**src/rtl/mode_counter_pkg.sv**
```systemverilog
// Shared constants and toggle-enable equations for the 3-bit up/down counter.
// Both flip-flop styles call toggle_vec so their next-state logic cannot diverge.
package mode_counter_pkg;

  localparam logic       MODE_UP     = 1'b0;
  localparam logic       MODE_DOWN   = 1'b1;
  localparam int         COUNT_W     = 3;
  localparam logic [2:0] RESET_VALUE = 3'b000;

  // A bit toggles when all lower bits are 1 (counting up) or all 0 (counting down).
  function automatic logic [COUNT_W-1:0] toggle_vec(input logic [COUNT_W-1:0] cnt,
                                                    input logic               mode);
    logic t1;
    t1 = cnt[0] ^ mode;
    return {t1 & (cnt[1] ^ mode), t1, 1'b1};
  endfunction

endpackage

```
**src/rtl/dff_sync.sv**
```systemverilog
// Plain rising-edge D flip-flop with no reset; reset is folded into d by the caller.
module dff_sync (
  input  logic clk,
  input  logic d,
  output logic q
);

  always_ff @(posedge clk) begin
    q <= d;
  end

endmodule

```
**src/rtl/jkff_sync.sv**
```systemverilog
// Rising-edge JK flip-flop: 00 hold, 01 clear, 10 set, 11 toggle.
module jkff_sync (
  input  logic clk,
  input  logic j,
  input  logic k,
  output logic q
);

  always_ff @(posedge clk) begin
    case ({j, k})
      2'b00:   q <= q;
      2'b01:   q <= 1'b0;
      2'b10:   q <= 1'b1;
      default: q <= ~q;
    endcase
  end

endmodule

```
**src/rtl/mode_counter3.sv**
```systemverilog
// 3-bit synchronous up/down counter built from discrete D or JK flip-flops.
// FF_STYLE picks the storage primitive; both styles produce identical sequences.
module mode_counter3
  import mode_counter_pkg::*;
#(
  parameter int FF_STYLE = 0,
  parameter int WIDTH    = 3
) (
  input  logic               clk,
  input  logic               reset,
  input  logic               mode,
  output logic [COUNT_W-1:0] count
);

  logic [COUNT_W-1:0] t_vec;
  logic [COUNT_W-1:0] q_bits;

  assign t_vec = toggle_vec(q_bits, mode);
  assign count = q_bits;

  generate
    if (WIDTH != COUNT_W) begin : g_bad_width
      $error("mode_counter3: WIDTH must be 3");
    end

    if (FF_STYLE == 0) begin : g_dff
      for (genvar gi = 0; gi < COUNT_W; gi++) begin : g_bit
        logic d_d;
        assign d_d = (q_bits[gi] ^ t_vec[gi]) & ~reset;
        dff_sync u_ff (
          .clk (clk),
          .d   (d_d),
          .q   (q_bits[gi])
        );
      end
    end else if (FF_STYLE == 1) begin : g_jkff
      for (genvar gi = 0; gi < COUNT_W; gi++) begin : g_bit
        // Reset forces J=0, K=1 (clear); otherwise J=K=T gives hold or toggle.
        logic j_d;
        logic k_d;
        assign j_d = t_vec[gi] & ~reset;
        assign k_d = t_vec[gi] | reset;
        jkff_sync u_ff (
          .clk (clk),
          .j   (j_d),
          .k   (k_d),
          .q   (q_bits[gi])
        );
      end
    end else begin : g_bad_style
      $error("mode_counter3: FF_STYLE must be 0 (D) or 1 (JK)");
    end
  endgenerate

endmodule

```
**config.mk**
```make
export PLATFORM = sky130hd
export DESIGN_NAME = mode_counter3
export DESIGN_NICKNAME = d
export VERILOG_FILES = /design/src/rtl/mode_counter_pkg.sv /design/src/rtl/dff_sync.sv /design/src/rtl/jkff_sync.sv /design/src/rtl/mode_counter3.sv
export SDC_FILE = /design/constraint.sdc
export NUM_CORES = 1
export LEC_CHECK = 0
export BUFFER_PORTS_ARGS = -buffer_cell sky130_fd_sc_hd__buf_2
export CAP_MARGIN = 0
export CORE_AREA = 2 2 39 41
export DETAILED_ROUTE_END_ITERATION = 8
export DIE_AREA = 0 0 41 43
export PLACE_DENSITY = 0.3
export SYNTH_ARGS = -nofsm -noshare
export SYNTH_HDL_FRONTEND = slang
export SYNTH_SLANG_ARGS = --single-unit
```
**constraint.sdc**
```tcl
create_clock -name clk -period 2.38 [get_ports clk]
set_input_delay 0.238 -clock clk [delete_from_list [all_inputs] [get_ports clk]]
set_output_delay 0.238 -clock clk [all_outputs]
set_load 0.03 [all_outputs]
```
Word-level counts from Yosys, hierarchy flattened:

Cells that the tools add are included.

* input bits: 3
* word-level logic and storage cells: 13
* output and inout bits: 3
* register bits: 3

* bitwise gates (word level): 10

Operators with widths (number)
* $and A1 B1 Y1: 4
* $xor A1 B1 Y1: 4
* $not A1 Y1: 2

Depth between registers and ports, before layout:

Gate-level depths: netlist of the first run.

* depth in word-level cells: 4
* depth in mapped cells: 3
* gate-level depth less buffers: 3

By module:

From an unflattened synthesis of the first run, not the netlist that was laid out.

* cell total of the unflattened synthesis: 12
* area, all modules: 123.9 sq um

Modules (own cells, without submodules)
* mode_counter3: area each 63.8 sq um, sequential area each 0.0 sq um, instances 1, cells each 9
* dff_sync: area each 20.0 sq um, sequential area each 20.0 sq um, instances 3, cells each 1

Least setup slack after synthesis of the first run:

Ideal clock, no wire load.

* path kind: reg-to-reg
* start: reg g_dff.g_bit[0].u_ff.q
* end: reg g_dff.g_bit[2].u_ff.q
* library setup time: 0.122 ns
* slack: 1.473 ns
* buffers on the path: 0
* data arrival time: 0.786 ns
* clock period less this slack: 0.907 ns
* required time: 2.258 ns
* cell stages (with the launch flop): 4
* cells stage by stage: dfxtp_1 > nor3b_1 > o21ai_1 > nor3b_2

* word-level cells in the longest chain between the ends: 4

RTL lines
* from (decl): RTL line dff_sync.sv:5 `output logic q`
* from (signal assigned): RTL line dff_sync.sv:9 `q <= d;`
* $xor A1 B1 Y1: RTL line mode_counter_pkg.sv:14 `t1 = cnt[0] ^ mode;`
* $and A1 B1 Y1: RTL line mode_counter_pkg.sv:15 `return {t1 & (cnt[1] ^ mode), t1, 1'b1};`
* $xor A1 B1 Y1: RTL line mode_counter3.sv:29 `assign d_d = (q_bits[gi] ^ t_vec[gi]) & ~reset;`
* $and A1 B1 Y1: RTL line mode_counter3.sv:29
* named net g_dff.g_bit[2].d_d: RTL line mode_counter3.sv:28 `logic d_d;`
* to (signal assigned): RTL line dff_sync.sv:9
* to (decl): RTL line dff_sync.sv:5

The timed path passes the listed nets, and every way through them passes these cells.

Worst setup path in the final report of the first run:

* start: reg g_dff.g_bit[0].u_ff.q
* end: out count[0]

RTL lines
* to (decl): RTL line mode_counter3.sv:12 `output logic [COUNT_W-1:0] count`

No word-level cell between the ends.

==> results of run 1 <==
==> kinds of logic (layout without fill, tap and decap cells) <==
kind of cell / after synthesis / after routing / share of synthesized area
simple gates: 6 / 6 / 0.288
flops: 3 / 3 / 0.407
buf+inv: 3 / 9 / 0.153
xor+xnor: 2 / 2 / 0.119
compound gates: 1 / 1 / 0.0339
==> routing by layer <==
| metal | up-vias | part of all wire | track usage |
|---|---|---|---|
| met4 | 0 | 0 | 0.0600 |
| met3 | 0 | 0.13 | 0.0471 |
| li1 | 60 | - | - |
| met2 | 4 | 0.45 | 0.0375 |
| met5 | - | 0 | 0 |
| met1 | 57 | 0.42 | 0.0355 |
==> where the power goes <==
part | switching [mW] | leakage, nW | internal (mW) | total (mW)
Sequential | 0.00600 | 0.0250 | 0.0571 | 0.0631
Clock | 0.0263 | 0.0150 | 0.0628 | 0.0892
Combinational | 0.0231 | 0.0476 | 0.0152 | 0.0384
==> how the worst max path moves through the flow <==
stage                                from               endpoint  slack, ns  cells past startpoint
floorplan           g_dff.g_bit[0].u_ff.q  g_dff.g_bit[2].u_ff.q       1.47                      3
global placement    g_dff.g_bit[0].u_ff.q  g_dff.g_bit[2].u_ff.q       1.41                      3
detailed placement  g_dff.g_bit[0].u_ff.q  g_dff.g_bit[2].u_ff.q       1.42                      3
CTS                 g_dff.g_bit[0].u_ff.q               count[0]       1.27                      1
global route        g_dff.g_bit[0].u_ff.q               count[0]       1.24                      1
finish              g_dff.g_bit[0].u_ff.q               count[0]       1.29                      1
==> final cells by class <==
cell class	count	area, sq um
flip-flops and latches	3	60.1
fillers	164	1190
clock buffers	4	26.3
repair buffers	5	25.0
multi-input cells	9	65.1
well taps	16	20.0
==> synthesized netlist by cell type, drive strengths merged <==
master  count
and3b       1
xor2        1
nor3b       2
xnor2       1
dfxtp       3
buf         3
nor3        1
nor2        2
o21ai       1
==> cells in the final DEF, fill, tap and decap left out, types with 2 or more instances in the layout <==
cell type,netlist,layout
buf_2,0,5
clkbuf_4,0,3
dfxtp_1,3,3
nor2_1,2,2
==> impl_metrics.env, run 1 <==
export IMPL_outcome="finished clean"
export IMPL_path_cells="buf_2"
export IMPL_dp_hpwl_microns=195
export IMPL_syn_nets=18
export IMPL_hold_path_class="primary input to flop"
export IMPL_largest_reg_flops=3
export IMPL_cts_sinks=3
export IMPL_r2r_start="g_dff.g_bit[0].u_ff.q"
export IMPL_dieArea_sq_um=1760
export IMPL_grt_max_degree=6
export IMPL_crit_slowest_cell="dfxtp_1"
export IMPL_power_density_nw_per_um2=971
export IMPL_max_slew_margin_rel=0.840
export IMPL_top_regs="g_dff.g_bit.u_ff.q (3)"
export IMPL_htree_levels=1
export IMPL_wirelength_microns=261
export IMPL_drt_iter0_drc=0
export IMPL_place_area_sq_um=170
export IMPL_synth_area_sq_um=148
export IMPL_vdd_drop_max_uv=178
export IMPL_drt_pass1_iterations=1
export IMPL_rsz0062_at_grt="false"
export IMPL_setup_viol=0
export IMPL_final_area_sq_um=196
export IMPL_synth_warning_count=0
export IMPL_avgRoutedWirePerCell_microns=7.05
export IMPL_synth_top_area_share=0.407
export IMPL_clock_fmax_mhz=915
export IMPL_crit_required_ns=2.14
export IMPL_fin_crit_ns=1.09
export IMPL_setup_ws_ns=1.29
export IMPL_maxCapViolations=0
export IMPL_crit_type="flop to primary output"
export IMPL_globalRouteOverflowTotal=0
export IMPL_clkTransAtPathRegs_ns=0.04
export IMPL_coreArea_sq_um=1380
export IMPL_clk_latency_ns=0.23
export IMPL_vias=121
export IMPL_synth_area_top_cells="dfxtp_1, buf_4, nor3b_2"
export IMPL_fin_hold_ws_ns=0.209
export IMPL_start_util=0.107
export IMPL_yosysSeqAreaShare=0.407
export IMPL_r2r_end="g_dff.g_bit[2].u_ff.q"
export IMPL_tns_ns=0
export IMPL_period_share=0.459
export IMPL_nNetsFinal=25
export IMPL_cp_max_fo=5
export IMPL_ys_ff_latch=3
export IMPL_rows=14
export IMPL_finalNonFillerCells=37
export IMPL_p_total_mw=0.191
export IMPL_syn_avg_cell_area_sq_um=9.84
export IMPL_cp_top_family="flip-flops"
export IMPL_syn_instance_count=15
export IMPL_hold_path_cell_count=2
export IMPL_pre_cts_ws_ns=1.42
export IMPL_min_to="g_dff.g_bit[0].u_ff.q"
export IMPL_diodes=0
export IMPL_r2r_cells=3
export IMPL_grtUsageTotal=0.0412
export IMPL_cts_buffer_depth=2
export IMPL_grt_pass1_wl_microns=386
export IMPL_hold_buffers=0
export IMPL_fin_util=0.142
export IMPL_post_cts_buffers=0
export IMPL_yosys_area_top_type="dfxtp_1"
export IMPL_io_pins=6
export IMPL_io_buffers=5
export IMPL_synthToLayoutAreaGrowth_pct=33.1
export IMPL_r2r_slack_ns=1.42
export IMPL_end_kind="primary output"
export IMPL_placedCellCount=33
export IMPL_cts_repair_resized=0
export IMPL_routabilityCongestion=0.578
export IMPL_crit_arrival_ns=0.85
export IMPL_hold_violations=0
export IMPL_cts_made_buffers=3
export IMPL_slew_violations=0
export IMPL_via_per_inst=3.27
export IMPL_hold_start="reset"
export IMPL_cp_start_kind="flop"
export IMPL_fin_skew_ns=0.00416
export IMPL_max_stage_delay_ns=0.39
export IMPL_grt_pass1_vias=111
export IMPL_drive_gt1_frac=0.476
export IMPL_cp_buffers_inverters=1
export IMPL_drtAntennaViolNets=0
export IMPL_cts_tree="yes"
export IMPL_die_height_microns=43
export IMPL_tightestPinTransition_ns=0.240
export IMPL_synth_cell_types=10
export IMPL_drc=0
export IMPL_leakagePower_nw=0.0876
export IMPL_die_w_microns=41
export IMPL_clockRootBuffer="clkbuf_4"
export IMPL_regMostFlops="g_dff.g_bit.u_ff.q"
export IMPL_antenna_found_initial=0
Power figures use the tool's default switching activity.
==> inputs of run 2 (changes only) <==
==> constraint.sdc (replaced) <==
create_clock -name clk -period 1 [get_ports clk]
set_input_delay 0.1 -clock clk [delete_from_list [all_inputs] [get_ports clk]]
set_output_delay 0.1 -clock clk [all_outputs]
set_load 0.03 [all_outputs]
==> run 2 against run 1 <==
  * Non-clock buffer count is the same
  * Sequential power rose by 140%
  * Cell count stayed put
  * Critical endpoint is now count[1]
  * Utilization rose by 0.63 points
  * Largest power group unchanged
  * Highest routed layer is now met4
  * First-iteration DRC count up 1
  * Combinational power increased by 150%
  * Clock power increased by 140%
==> impl_metrics.env, run 2 (synthesized netlist as in run 1, its figures left out) <==
export IMPL_p_comb_frac=0.208
export IMPL_r2r_cells=3
export IMPL_hold_start="reset"
export IMPL_drtAntennaViolNets=0
export IMPL_p_total_mw=0.460
export IMPL_pre_cts_ws_ns=0.0384
export IMPL_maxCapViolations=0
export IMPL_antenna_found_initial=0
export IMPL_grtUsageTotal=0.0442
export IMPL_cp_start_kind="flop"
export IMPL_synthToLayoutAreaGrowth_pct=39.0
export IMPL_clock_fmax_mhz=1070
export IMPL_io_buffers=5
export IMPL_fin_crit_ns=0.935
export IMPL_cts_tree="yes"
export IMPL_setup_viol=0
export IMPL_r2r_end="g_dff.g_bit[2].u_ff.q"
export IMPL_seq_power_share=0.331
export IMPL_nNetsFinal=25
export IMPL_rsz0062_at_grt="false"
export IMPL_wirelength_microns=289
export IMPL_outcome="finished clean"
export IMPL_place_area_sq_um=170
export IMPL_crit_slowest_cell="dfxtp_1"
export IMPL_cp_max_fo=4
export IMPL_avgRoutedWirePerCell_microns=7.81
export IMPL_tightestPinTransition_ns=0.224
export IMPL_leakagePower_nw=0.0904
export IMPL_switching_share=0.293
export IMPL_p_int_mw=0.325
export IMPL_drc=0
export IMPL_io_pins=6
export IMPL_die_w_microns=41
export IMPL_fin_skew_ns=0.00301
export IMPL_diodes=0
export IMPL_cts_sinks=3
export IMPL_globalRouteOverflowTotal=0
export IMPL_period_share=0.935
export IMPL_power_density_nw_per_um2=2240
export IMPL_drt_iter0_drc=1
export IMPL_slew_violations=0
export IMPL_htree_levels=1
export IMPL_hold_violations=0
export IMPL_grt_pass1_wl_microns=400
export IMPL_grt_pass1_vias=109
export IMPL_die_height_microns=43
export IMPL_hold_path_cell_count=2
export IMPL_path_cells="buf_2"
export IMPL_clk_latency_ns=0.23
export IMPL_cp_top_family="flip-flops"
export IMPL_dieArea_sq_um=1760
export IMPL_regMostFlops="g_dff.g_bit.u_ff.q"
export IMPL_drive_gt1_frac=0.571
export IMPL_max_stage_delay_ns=0.38
export IMPL_coreArea_sq_um=1380
export IMPL_crit_type="flop to primary output"
export IMPL_r2r_start="g_dff.g_bit[0].u_ff.q"
export IMPL_tns_ns=0
export IMPL_post_cts_buffers=0
export IMPL_cp_buffers_inverters=1
export IMPL_vias=117
export IMPL_crit_required_ns=0.90
export IMPL_hold_path_class="primary input to flop"
export IMPL_cts_buffer_depth=2
export IMPL_hold_buffers=0
export IMPL_vdd_drop_max_uv=502
export IMPL_setup_ws_ns=0.0655
export IMPL_grt_max_degree=6
export IMPL_clkPwrFrac=0.461
export IMPL_clockRootBuffer="clkbuf_4"
export IMPL_p_switching_mw=0.134
export IMPL_final_area_sq_um=205
export IMPL_largest_reg_flops=3
export IMPL_r2r_slack_ns=0.08
export IMPL_routabilityCongestion=0.574
export IMPL_final_cell_mix="clkbuf_4, buf_2, nor3b_2, nor2_1, dfxtp_1"
export IMPL_min_to="g_dff.g_bit[0].u_ff.q"
export IMPL_start_util=0.107
export IMPL_crit_arrival_ns=0.83
export IMPL_clkTransAtPathRegs_ns=0.04
export IMPL_via_per_inst=3.16
export IMPL_cts_made_buffers=3
export IMPL_fin_util=0.148
export IMPL_max_slew_margin_rel=0.849
export IMPL_drt_pass1_iterations=2
export IMPL_rows=14
export IMPL_top_regs="g_dff.g_bit.u_ff.q (3)"
export IMPL_end_kind="primary output"
[run 2: cell count changes in the layout (fill, tap and decap cells not counted)]
cell / change
nor3b_1: -1
buf_2: -1
dfxtp_2: +1
clkbuf_4: +1
dfxtp_1: -1
nor3b_2: +1
[run 2: worst register-to-register path, delay by kind of cell (launching register included)]
kind,cells,cell delay [ns]
flip-flops,1,0.33
AND/OR/NAND/NOR,3,0.48
[run 2: cell type report]
class | instances | area, sq um
Clock buffer | 4 | 26.3
Fill cell | 160 | 1180
Timing Repair Buffer | 5 | 27.5
Sequential cell | 3 | 61.3
Multi-Input combinational cell | 9 | 70.1
Tap cell | 16 | 20.0
[run 2: power groups by stage]
stage | combinational, mW | clock, mW | sequential [mW]
after floorplan | 0.0896 | 0 | 0.150
after global placement | 0.0928 | 0 | 0.152
after detailed placement | 0.0932 | 0 | 0.152
after CTS | 0.0938 | 0.224 | 0.150
after global routing | 0.100 | 0.235 | 0.156
final | 0.0954 | 0.212 | 0.152
[run 2: metrics by stage]
step | instances | hold slack (ns)
global route | 37 | 0.0567
global placement | 33 | 0.313
floorplan | 15 | 0.170
finish | 37 | 0.0706
CTS | 37 | 0.0619
detailed placement | 33 | 0.312
[run 2: timing repair]
action                                  CTS  global route
hold endpoints to repair                  0             0
gates resized for setup                   0             3
endpoints found under the setup margin    0             1
[run 2: per-layer routing]
metal	wire length, microns	GRT usage	vias to the layer above
li1	-	-	60
met1	126	0.0323	51
met2	122	0.0375	4
met3	30	0.0524	2
met4	9	0.0800	0
met5	0	0	-
[run 2: worst max path at each step]
stage / slack, ns / end / cells after the start / from
floorplan: 0.09 / g_dff.g_bit[2].u_ff.q / 3 / g_dff.g_bit[0].u_ff.q
global placement: 0.03 / g_dff.g_bit[2].u_ff.q / 3 / g_dff.g_bit[0].u_ff.q
detailed placement: 0.04 / g_dff.g_bit[2].u_ff.q / 3 / g_dff.g_bit[0].u_ff.q
CTS: 0.02 / g_dff.g_bit[2].u_ff.q / 3 / g_dff.g_bit[0].u_ff.q
global route: 0.02 / count[1] / 1 / g_dff.g_bit[1].u_ff.q
finish: 0.07 / count[1] / 1 / g_dff.g_bit[1].u_ff.q
==> inputs of run 3 (changes only) <==
--- a/config.mk
+++ b/config.mk
@@ -11,6 +11,7 @@
 export DETAILED_ROUTE_END_ITERATION = 8
 export DIE_AREA = 0 0 41 43
 export PLACE_DENSITY = 0.3
+export REMOVE_ABC_BUFFERS = 1
 export SYNTH_ARGS = -nofsm -noshare
 export SYNTH_HDL_FRONTEND = slang
 export SYNTH_SLANG_ARGS = --single-unit
==> run 3 against run 2 <==
  * Sequential power is essentially flat
  * Largest power group unchanged
  * Maximum frequency decreased by 2.0%
  * Critical path depth stayed put
  * Largest cell class unchanged
  * Sequential share of layout area shrank 0.71 points
  * Register-to-register slack got worse by 0.02 ns
  * Count of clock-buffer cells in the layout did not move
  * First-iteration DRC count up 100%
  * Utilization increased by 0.36 points
==> impl_metrics.env, run 3 (synthesized netlist as in run 1, its figures left out) <==
export IMPL_outcome="finished clean"
export IMPL_vdd_drop_max_uv=787
export IMPL_maxCapViolations=0
export IMPL_setup_viol=0
export IMPL_fin_skew_ns=0.00137
export IMPL_vias=125
export IMPL_synthToLayoutAreaGrowth_pct=42.4
export IMPL_clkTransAtPathRegs_ns=0.04
export IMPL_crit_cells=1
export IMPL_grt_pass1_wl_microns=524
export IMPL_leakagePower_nw=0.0914
export IMPL_hold_path_class="primary input to flop"
export IMPL_r2r_slack_ns=0.06
export IMPL_cts_sinks=3
export IMPL_crit_required_ns=0.90
export IMPL_worstSetupStartpoint="g_dff.g_bit[1].u_ff.q"
export IMPL_crit_type="flop to primary output"
export IMPL_drt_pass1_iterations=2
export IMPL_grt_max_degree=6
export IMPL_max_stage_delay_ns=0.39
export IMPL_clockRootBuffer="clkbuf_4"
export IMPL_finalNonFillerCells=37
export IMPL_cp_start_kind="flop"
export IMPL_largest_reg_flops=3
export IMPL_dieArea_sq_um=1760
export IMPL_max_slew_margin_rel=0.877
export IMPL_nNetsFinal=25
export IMPL_placedCellCount=33
export IMPL_drive_gt1_frac=0.619
export IMPL_grtUsageTotal=0.0521
export IMPL_diodes=0
export IMPL_r2r_start="g_dff.g_bit[1].u_ff.q"
export IMPL_cp_top_family="flip-flops"
export IMPL_period_share=0.953
export IMPL_grt_pass1_vias=130
export IMPL_die_w_microns=41
export IMPL_die_height_microns=43
export IMPL_hold_violations=0
export IMPL_slew_violations=0
export IMPL_io_pins=6
export IMPL_io_buffers=5
export IMPL_htree_levels=1
export IMPL_drt_iter0_drc=2
export IMPL_power_density_nw_per_um2=2210
export IMPL_clk_latency_ns=0.23
export IMPL_antenna_found_initial=0
export IMPL_post_cts_buffers=0
export IMPL_drc=0
export IMPL_fin_crit_ns=0.953
export IMPL_path_cells="buf_2"
export IMPL_globalRouteOverflowTotal=0
export IMPL_cts_tree="yes"
export IMPL_top_regs="g_dff.g_bit.u_ff.q (3)"
export IMPL_tns_ns=0
export IMPL_r2r_end="g_dff.g_bit[2].u_ff.q"
export IMPL_cts_buffer_depth=2
export IMPL_clock_fmax_mhz=1050
export IMPL_fillCellCount=161
export IMPL_start_util=0.107
export IMPL_rows=14
export IMPL_via_per_inst=3.38
export IMPL_cp_max_fo=4
export IMPL_cts_made_buffers=3
export IMPL_avgRoutedWirePerCell_microns=8.22
export IMPL_cp_endpoint="count[1]"
export IMPL_crit_arrival_ns=0.85
export IMPL_fin_util=0.152
export IMPL_routabilityCongestion=0.464
export IMPL_r2r_cells=3
export IMPL_crit_slowest_cell="dfxtp_1"
export IMPL_tightestPinTransition_ns=0.184
export IMPL_end_kind="primary output"
export IMPL_wirelength_microns=304
export IMPL_coreArea_sq_um=1380
export IMPL_cp_buffers_inverters=1
export IMPL_regMostFlops="g_dff.g_bit.u_ff.q"
export IMPL_drtAntennaViolNets=0
export IMPL_final_cell_mix="clkbuf_4, buf_2, nor3b_2, nor2_1, dfxtp_1"
export IMPL_rsz0062_at_grt="false"
## run 3: cell types whose count changed in the layout (fill, tap and decap cells not counted)
cell    previous run  this run
nor3_2             0         1
nor3_1             1         0
## run 3: worst min-delay path by stage
stage / end / from / depth (start not counted)
after floorplan: g_dff.g_bit[2].u_ff.q / reset / 1
after global placement: g_dff.g_bit[1].u_ff.q / reset / 2
after detailed placement: g_dff.g_bit[1].u_ff.q / reset / 2
after CTS: g_dff.g_bit[1].u_ff.q / reset / 2
after global routing: g_dff.g_bit[1].u_ff.q / reset / 2
final: g_dff.g_bit[0].u_ff.q / reset / 2
## run 3: power by group
part / switching, mW / internal, mW / leakage (nW) / total (mW)
clock: 0.0617 / 0.149 / 0.0150 / 0.211
combinational: 0.0566 / 0.0413 / 0.0513 / 0.0979
sequential: 0.0186 / 0.137 / 0.0252 / 0.155
## run 3: layout make-up
class	count	area, sq um	share of cell area
multi-input combinational	9	75.1	0.357
sequential	3	61.3	0.292
timing repair buffer	5	27.5	0.131
clock buffer	4	26.3	0.125
tap	16	20.0	0.0952
## run 3: layer usage
metal,GRT usage,vias up,share of wire
met3,0.0785,0,0.14
met4,0.0200,0,0
li1,-,59,-
met2,0.0500,8,0.40
met1,0.0575,58,0.45
met5,0,-,0
## run 3: stage by stage
step | worst slack, ns | hold slack [ns] | total power [mW] | instance area [sq um]
2_1_floorplan | -0.103 | 0.170 | 0.218 | 125
3_3_place_gp | 0.0370 | 0.311 | 0.242 | 170
3_5_place_dp | 0.0308 | 0.307 | 0.247 | 170
4_1_cts | 0.0115 | 0.0576 | 0.469 | 196
5_1_grt | 0.000935 | 0.0718 | 0.495 | 210
6_report | 0.0465 | 0.0600 | 0.464 | 210
## run 3: what timing repair did
action | CTS | global route
setup endpoints to repair | 0 | 2
hold endpoints to repair | 0 | 0
hold buffers | 0 | 0
gates resized for setup | 0 | 4
